[config.mk]
export PLATFORM = sky130hd
export DESIGN_NAME = cam_frame_writer
export DESIGN_NICKNAME = d
export VERILOG_FILES = /design/src/rtl/cam_frame_writer.sv
export SDC_FILE = /design/constraint.sdc
export NUM_CORES = 1
export LEC_CHECK = 0
export ABC_CLOCK_PERIOD_IN_PS = 2450
export CAP_MARGIN = 5
export CORE_UTILIZATION = 52
export CTS_BUF_LIST = sky130_fd_sc_hd__clkbuf_2
export CTS_CLUSTER_SIZE = 14
export DETAILED_ROUTE_END_ITERATION = 10
export GPL_TIMING_DRIVEN = 0
export PLACE_DENSITY = 0.79
export SLEW_MARGIN = 30
export SYNTH_ARGS = -nofsm -noshare
export SYNTH_HDL_FRONTEND = slang
export SYNTH_SLANG_ARGS = --single-unit
[constraint.sdc]
create_clock -name clk -period 2.45 [get_ports clk]
set_input_delay 0.245 -clock clk [delete_from_list [all_inputs] [get_ports clk]]
set_output_delay 0.245 -clock clk [all_outputs]
set_load 0.005 [all_outputs]
[src/rtl/cam_frame_writer.sv]
// Camera byte stream to RGB565 frame buffer writer (line*H_PIX + pixel layout).
// Optional macro CAM_DOWNSCALE_EN: 2:1 decimation of a 2*H_PIX x 2*V_LINES source.
module cam_frame_writer #(
  parameter int H_PIX   = 320,
  parameter int V_LINES = 240,
  parameter int ADDR_W  = 17
) (
  input  logic              clk,
  input  logic              reset_n,
  input  logic              vsync,
  input  logic              href,
  input  logic [7:0]        cam_data,
  output logic              we,
  output logic [ADDR_W-1:0] wAddr,
  output logic [15:0]       wData,
  output logic              frame_done
);

`ifdef CAM_DOWNSCALE_EN
  localparam int SRC_H = 2 * H_PIX;
  localparam int SRC_V = 2 * V_LINES;
`else
  localparam int SRC_H = H_PIX;
  localparam int SRC_V = V_LINES;
`endif
  localparam int PIX_W  = $clog2(SRC_H + 1);
  localparam int LINE_W = $clog2(SRC_V + 1);
  localparam int BASE_W = ADDR_W + 1;

  localparam logic [PIX_W-1:0]  PIX_MAX   = PIX_W'(SRC_H);
  localparam logic [LINE_W-1:0] LINE_MAX  = LINE_W'(SRC_V);
  localparam logic [BASE_W-1:0] BASE_STEP = BASE_W'(H_PIX);

  typedef enum logic [1:0] {
    WAIT_VSYNC,
    SYNC,
    CAPTURE
  } state_t;

  state_t state_q, state_d;

  logic [1:0] rst_sync_q;
  logic       rst_n_i;

  logic [PIX_W-1:0]  pix_q;
  logic [LINE_W-1:0] line_q;
  logic [BASE_W-1:0] base_q;
  logic              phase_q;
  logic              href_q;
  logic              wrote_q;
  logic [7:0]        hi_byte_p0;

  logic              vld_p1;
  logic [ADDR_W-1:0] addr_p1;
  logic [15:0]       data_p1;
  logic              done_p1;

  logic              in_capture;
  logic              byte_en;
  logic              pair_en;
  logic              href_fall;
  logic              keep;
  logic              base_inc;
  logic              wr_en;
  logic [ADDR_W-1:0] addr_calc;

  // Reset asserts asynchronously and releases on a clock edge.
  always_ff @(posedge clk or negedge reset_n) begin
    if (!reset_n) begin
      rst_sync_q <= 2'b00;
    end else begin
      rst_sync_q <= {rst_sync_q[0], 1'b1};
    end
  end

  assign rst_n_i = rst_sync_q[1];

  always_comb begin
    state_d = state_q;
    unique case (state_q)
      WAIT_VSYNC: if (vsync)  state_d = SYNC;
      SYNC:       if (!vsync) state_d = CAPTURE;
      CAPTURE:    if (vsync)  state_d = SYNC;
      default:                state_d = WAIT_VSYNC;
    endcase
  end

  always_comb begin
    in_capture = (state_q == CAPTURE) && !vsync;
    byte_en    = in_capture && href;
    pair_en    = byte_en && phase_q;
    href_fall  = in_capture && href_q && !href;
`ifdef CAM_DOWNSCALE_EN
    // Only even source pixels on even source lines survive; the base advances
    // once per pair of source lines.
    keep      = (pix_q < PIX_MAX) && (line_q < LINE_MAX) && !pix_q[0] && !line_q[0];
    addr_calc = base_q[ADDR_W-1:0] + ADDR_W'(pix_q >> 1);
    base_inc  = line_q[0] && (line_q < LINE_MAX);
`else
    keep      = (pix_q < PIX_MAX) && (line_q < LINE_MAX);
    addr_calc = base_q[ADDR_W-1:0] + ADDR_W'(pix_q);
    base_inc  = (line_q < LINE_MAX);
`endif
    wr_en = pair_en && keep;
  end

  // Stage p0: byte assembly and position counters; stage p1: write port register.
  always_ff @(posedge clk or negedge rst_n_i) begin
    if (!rst_n_i) begin
      state_q    <= WAIT_VSYNC;
      pix_q      <= '0;
      line_q     <= '0;
      base_q     <= '0;
      phase_q    <= 1'b0;
      href_q     <= 1'b0;
      wrote_q    <= 1'b0;
      hi_byte_p0 <= '0;
      vld_p1     <= 1'b0;
      addr_p1    <= '0;
      data_p1    <= '0;
      done_p1    <= 1'b0;
    end else begin
      state_q <= state_d;
      href_q  <= href;
      vld_p1  <= wr_en;
      done_p1 <= (state_q == CAPTURE) && vsync && wrote_q;
      if (wr_en) begin
        addr_p1 <= addr_calc;
        data_p1 <= {hi_byte_p0, cam_data};
      end
      if (state_q == SYNC) begin
        pix_q   <= '0;
        line_q  <= '0;
        base_q  <= '0;
        phase_q <= 1'b0;
        wrote_q <= 1'b0;
      end else if (byte_en) begin
        phase_q <= ~phase_q;
        if (!phase_q) begin
          hi_byte_p0 <= cam_data;
        end else if (pix_q < PIX_MAX) begin
          pix_q <= pix_q + PIX_W'(1);
        end
        if (wr_en) begin
          wrote_q <= 1'b1;
        end
      end else if (href_fall) begin
        // An odd trailing byte is dropped by clearing the phase here.
        pix_q   <= '0;
        phase_q <= 1'b0;
        if (pix_q != '0) begin
          if (line_q < LINE_MAX) begin
            line_q <= line_q + LINE_W'(1);
          end
          if (base_inc) begin
            base_q <= base_q + BASE_STEP;
          end
        end
      end
    end
  end

  assign we         = vld_p1;
  assign wAddr      = addr_p1;
  assign wData      = data_p1;
  assign frame_done = done_p1;

endmodule

# ---- After elaboration in Yosys (flattened, before gate mapping)
# Index checks and enable logic that the tools add are counted.
dict set report classes {
  addsub 4
  eq_ne 7
  reduce_logical 25
  order_cmp 2
  bitwise_logic 2
  muxes 24
}
# op count
set op_table {}
lappend op_table {{18-bit two-way mux} 5}
lappend op_table {{9-bit two-way mux} 5}
lappend op_table {{8-bit two-way mux} 5}
lappend op_table {{18-bit by 9-bit adder with 18-bit output, second input constant} 1}
lappend op_table {{17-bit by 9-bit adder with 17-bit output} 1}
lappend op_table {{2-bit nonzero test} 5}
lappend op_table {{9-bit by 1-bit adder with 9-bit output, second input constant} 1}
lappend op_table {{1-bit logical AND} 9}
lappend op_table {{9-bit < comparator, second input constant} 1}
lappend op_table {{9-bit nonzero test} 1}
lappend op_table {{8-bit by 1-bit adder with 8-bit output, second input constant} 1}
lappend op_table {{8-bit < comparator, second input constant} 1}
lappend op_table {{1-bit two-way mux} 6}
lappend op_table {{3-bit AND reduction} 2}
lappend op_table {{2-bit two-way mux} 2}
lappend op_table {{2-bit by 1-bit inequality test with 1-bit output, second input constant} 2}
lappend op_table {{2-bit case mux with 2 select lines} 1}
lappend op_table {{2-bit AND reduction} 2}
lappend op_table {{4-bit AND reduction} 1}
lappend op_table {{3-bit by 1-bit inequality test with 1-bit output, second input constant} 1}
lappend op_table {{3-bit by 2-bit inequality test with 1-bit output, second input constant} 1}
lappend op_table {{3-bit nonzero test} 1}
lappend op_table {{2-bit by 1-bit equality test with 1-bit output, second input constant} 1}
lappend op_table {{2-bit equality test, second input constant} 1}
lappend op_table {{other kinds (5)} 7}
dict set report word_totals {
  ff_bits 85
  output_inout_bits 35
  elab_cells 77
  inputBits 12
}

# ---- Logic depth before layout (Yosys ltp)
dict set report logic_depth {
  word_depth 8
  depth_mapped 8
  mapped_depth_nobuf 6
}

# ---- Worst setup path after synthesis
# No wires, ideal clock.
dict set report synth_timing {
  path_kind {register to register}
  from {register pix_q[0]}
  to {register base_q[10]}
  path_buffers 0
  period_less_slack_ns 1.824
  setup_slack_ns 0.626
  arrival_time_ns 1.698
  path_stages_with_launch 7
  cell_sequence {dfrtp_1 -> inv_1 -> ha_1 -> nor4b_2 -> a211oi_4 -> o21ai_1 -> a221o_1}
}
dict set report synth_between {
  elab_chain_len 3
}
# item line
set synth_lines {}
lappend synth_lines {{from (decl)} 45} ;# logic [PIX_W-1:0] pix_q;
lappend synth_lines {{from (signal assigned)} 142} ;# pix_q <= pix_q + PIX_W'(1);
lappend synth_lines {{9-bit nonzero test} 151} ;# if (pix_q != '0) begin
lappend synth_lines {{2-bit nonzero test (no source line)} --}
lappend synth_lines {{4-bit AND reduction (no source line)} --}
lappend synth_lines {{to (signal assigned)} 156} ;# base_q <= base_q + BASE_STEP;
lappend synth_lines {{to (decl)} 47} ;# logic [BASE_W-1:0] base_q;
# Every way passes these cells.
# A chain may end at the register's enable or synchronous reset.

# ---- Final worst setup path
dict set report layout_timing {
  from {register pix_q[0]}
  to {register line_q[4]}
}
dict set report layout_between {
  elab_chain_len 3
}
# item line
set layout_lines {}
lappend layout_lines {{9-bit nonzero test} 151}
lappend layout_lines {{2-bit nonzero test (no source line)} --}
lappend layout_lines {{4-bit AND reduction (no source line)} --}
lappend layout_lines {{to (signal assigned)} 153} ;# line_q <= line_q + LINE_W'(1);
lappend layout_lines {{to (decl)} 46} ;# logic [LINE_W-1:0] line_q;
# Every way passes these cells.

==> results.txt <==
DR vias/cell = 5.674
F_max = 464.9 MHz
Drt pass-1 iters = 4
Total setup buffers inserted after CTS = 0
Syn-to-layout area delta = 19.68%
Yosys cell types = 62
Worst setup SP type = flip-flop
Area of the mapped netlist = 0.003732 mm2
Pin count of the biggest net entering global routing = 45
Top Ports = 47
TritonCTS clock tree = yes
Die height = 86.72 um
Starting Density = 54.34%
Most frequent cells in the layout = nand2_1 (90), dfrtp_1 (77), clkdlybuf4s50_1 (45)
Critical path buffers and inverters = 1
CTS Buffer Depth = 2
Cell total after placement = 518
Grt ovf = 0
CTS Sinks = 78
Clock slew at reported path FFs = 0.23 ns
Via count = 3,041
Core ar. = 0.006869 mm2
Hold Path Class = in -> reg
Placed Area = 0.004327 mm2
Max-Cap Viols = 0
Die W = 86.72 um
Synth Instances = 376
Antenna cells = 0
Leak Pwr = 1.969 nW
Warnings, synthesis = 0
Cell Chain, Critical Path = inv_1, ha_1, nor4b_2, a211oi_4, o21ai_1, a221o_1
WL/cell = 15.43 um
Worst Skew = 0.02485 ns
CTS Root Cell = clkbuf_2
Final core occ = 65.03%
Mapped Avg Cell Area = 9.926 um2
Top cell type's share of synthesized area = 52.30%
Critical path's slowest cell = dfrtp_1
Final period utilization = 87.79%
Ys async rst share = 100.0%
Crit path max-delay family = compound AO/OA/AOI/OAI gates
Fin. Hold Viols = 0
Least-Margin Pin Slew = 0.6677 ns
Outcome = finished clean
Post-synth EDFFs = 0
Most used DFF post-synth = dfrtp_1
Largest area contributor in the netlist = dfrtp_1
Top post-synthesis cells by area = dfrtp_1 (52%), nand2_1 (9.1%), mux2_2 (2.4%)
Residual DRC count = 0
CP required = 2.88 ns
Row Count = 30
Worst Path Arrival = 2.58 ns
Max Fanout on Critical Path = 9
Die area = 0.007520 mm2
Critical path class = reg -> reg
Slew Viols, Final = 0
Final min period = 2.151 ns
Final wirelength = 8270 um
Vias in the first global route = 2,877
Total CTS buffers = 9
IO buf count = 45
Slew Limit Headroom = 54.90%
Sequential-to-total area share from yosys stat = 52.30%
Design area = 0.004467 mm2
Post-DP HPWL = 5922 um
Most common cell after layout, fill and taps aside = nand2_1
Worst R2R Setup Slack = 0.30 ns
FF+latch count, synth = 78
Pwr per Cell Area = 562.6 mW/mm2
Peak VDD IR = 251.5 uV
Post-route setup TNS = 0 ns
Share of layout cells above drive strength 1 = 11.82%
Post-route ant nets = 0
First-pass GRT wire length = 13,960 um
Max incr delay on CP = 0.46 ns
Initial antenna violation count = 0
GRT Overall Usage = 24.24%
RSZ-0062 raised after global routing = false
Final RePlAce weighted congestion = 0.8179
Setup crit end kind = flip-flop
Nets = 454
Starting DRT DRC Count = 227
Setup violations, final = 0
Post-Syn Nets = 395
Skew-Pair Late Insertion Delay = 0.53 ns
Layout Cells excl Fill = 536
Htree depth = 3
[report_power, final]
part           leakage (nW)  internal [mW]  switching [mW]
clock                0.0652          0.246           0.480
combinational         0.847          0.178           0.147
sequential             1.06           1.39          0.0734
total                  1.97           1.81           0.701
[layer usage]
layer	up-vias	global-route usage [%]	part of all wire, %
met5	-	0	0
met4	0	9.242	1.3
met3	11	3.714	4.8
met2	93	40.26	48
met1	1472	32.23	46
li1	1465	-	-
[stage by stage]
stage	hold slack (ns)	power [mW]	setup slack, ns
after CTS	0.2244	2.528	0.3309
after floorplan	-0.05059	1.645	0.1168
after global routing	0.2486	2.627	0.1314
after detailed placement	0.2919	1.810	0.2779
after global placement	0.3356	1.785	-0.7045
final	0.2376	2.513	0.2992
[worst reg2reg max path, cell delays in order (launching register included)]
cell and delay, ns:
dfrtp_1 0.46, inv_1 0.08, ha_1 0.19, nor4b_2 0.18
a211oi_4 0.44, o21ai_1 0.30, a221o_1 0.41
[cells by family after synthesis]
| kind of cell | synth area share, % |
|---|---|
| DFF | 52.30 |
| other | 0.1005 |
| adders and majority gates | 2.347 |
| muxes | 3.487 |
| AOI/OAI and AO/OA | 14.08 |
| xor gates and xnor gates | 1.173 |
| buffers and inverters | 3.654 |
| and+or+nand+nor | 22.86 |
[path summary, 6_finish.rpt]
| check | startpoint | endpoint | cells after the start |
|---|---|---|---|
| worst max-delay path | pix_q[0] | line_q[4] | 6 |
| worst min-delay path | cam_data[7] | wData[7] | 3 |
| worst max register to register | pix_q[0] | line_q[4] | 6 |
| worst min register to register | rst_sync_q[1] | wData[6] | 0 |
| max in group asynchronous | rst_sync_q[1] | pix_q[0] | 1 |
| min in group asynchronous | rst_sync_q[1] | wData[6] | 0 |
[area by class of cell]
class                   instances  area (um2)
multi-input cells             270        1644
fillers                       551        2402
flip-flops and latches         78        1956
clock buffers                  10       50.05
clock inverters                 6       70.07
inverters                      11       41.29
well taps                      96       120.1
plain buffers                  17       95.09
repair buffers                 48       490.5
[synth_stat cells, types with 4 or more instances]
cell type / n
dfrtp_1: 78
nand2_1: 90
o21ai_1: 16
o31ai_1: 5
a21oi_1: 11
nor3_1: 4
buf_2: 6
xnor2_1: 4
clkbuf_1: 5
ha_1: 7
mux2_2: 8
a31oi_1: 10
or4_1: 5
nand3_1: 12
inv_1: 10
nor2_1: 18
o21ai_0: 13
nand4_1: 9
mux2i_1: 4
[registers in the layout, indices dropped and copies added, names as in the netlist]
signal	count
phase_q	1
we	1
wAddr	17
wData	16
base_q	11
wrote_q	1
hi_byte_p0	8
rst_sync_q	2
state_q	2
frame_done	1
line_q	8
pix_q	9
href_q	1
[what timing repair did]
action	4_1_cts	5_1_grt
gates resized for setup	0	0
endpoints found under the hold margin	5	0
hold buffers	2	0
(Power assumes the default switching activity.)
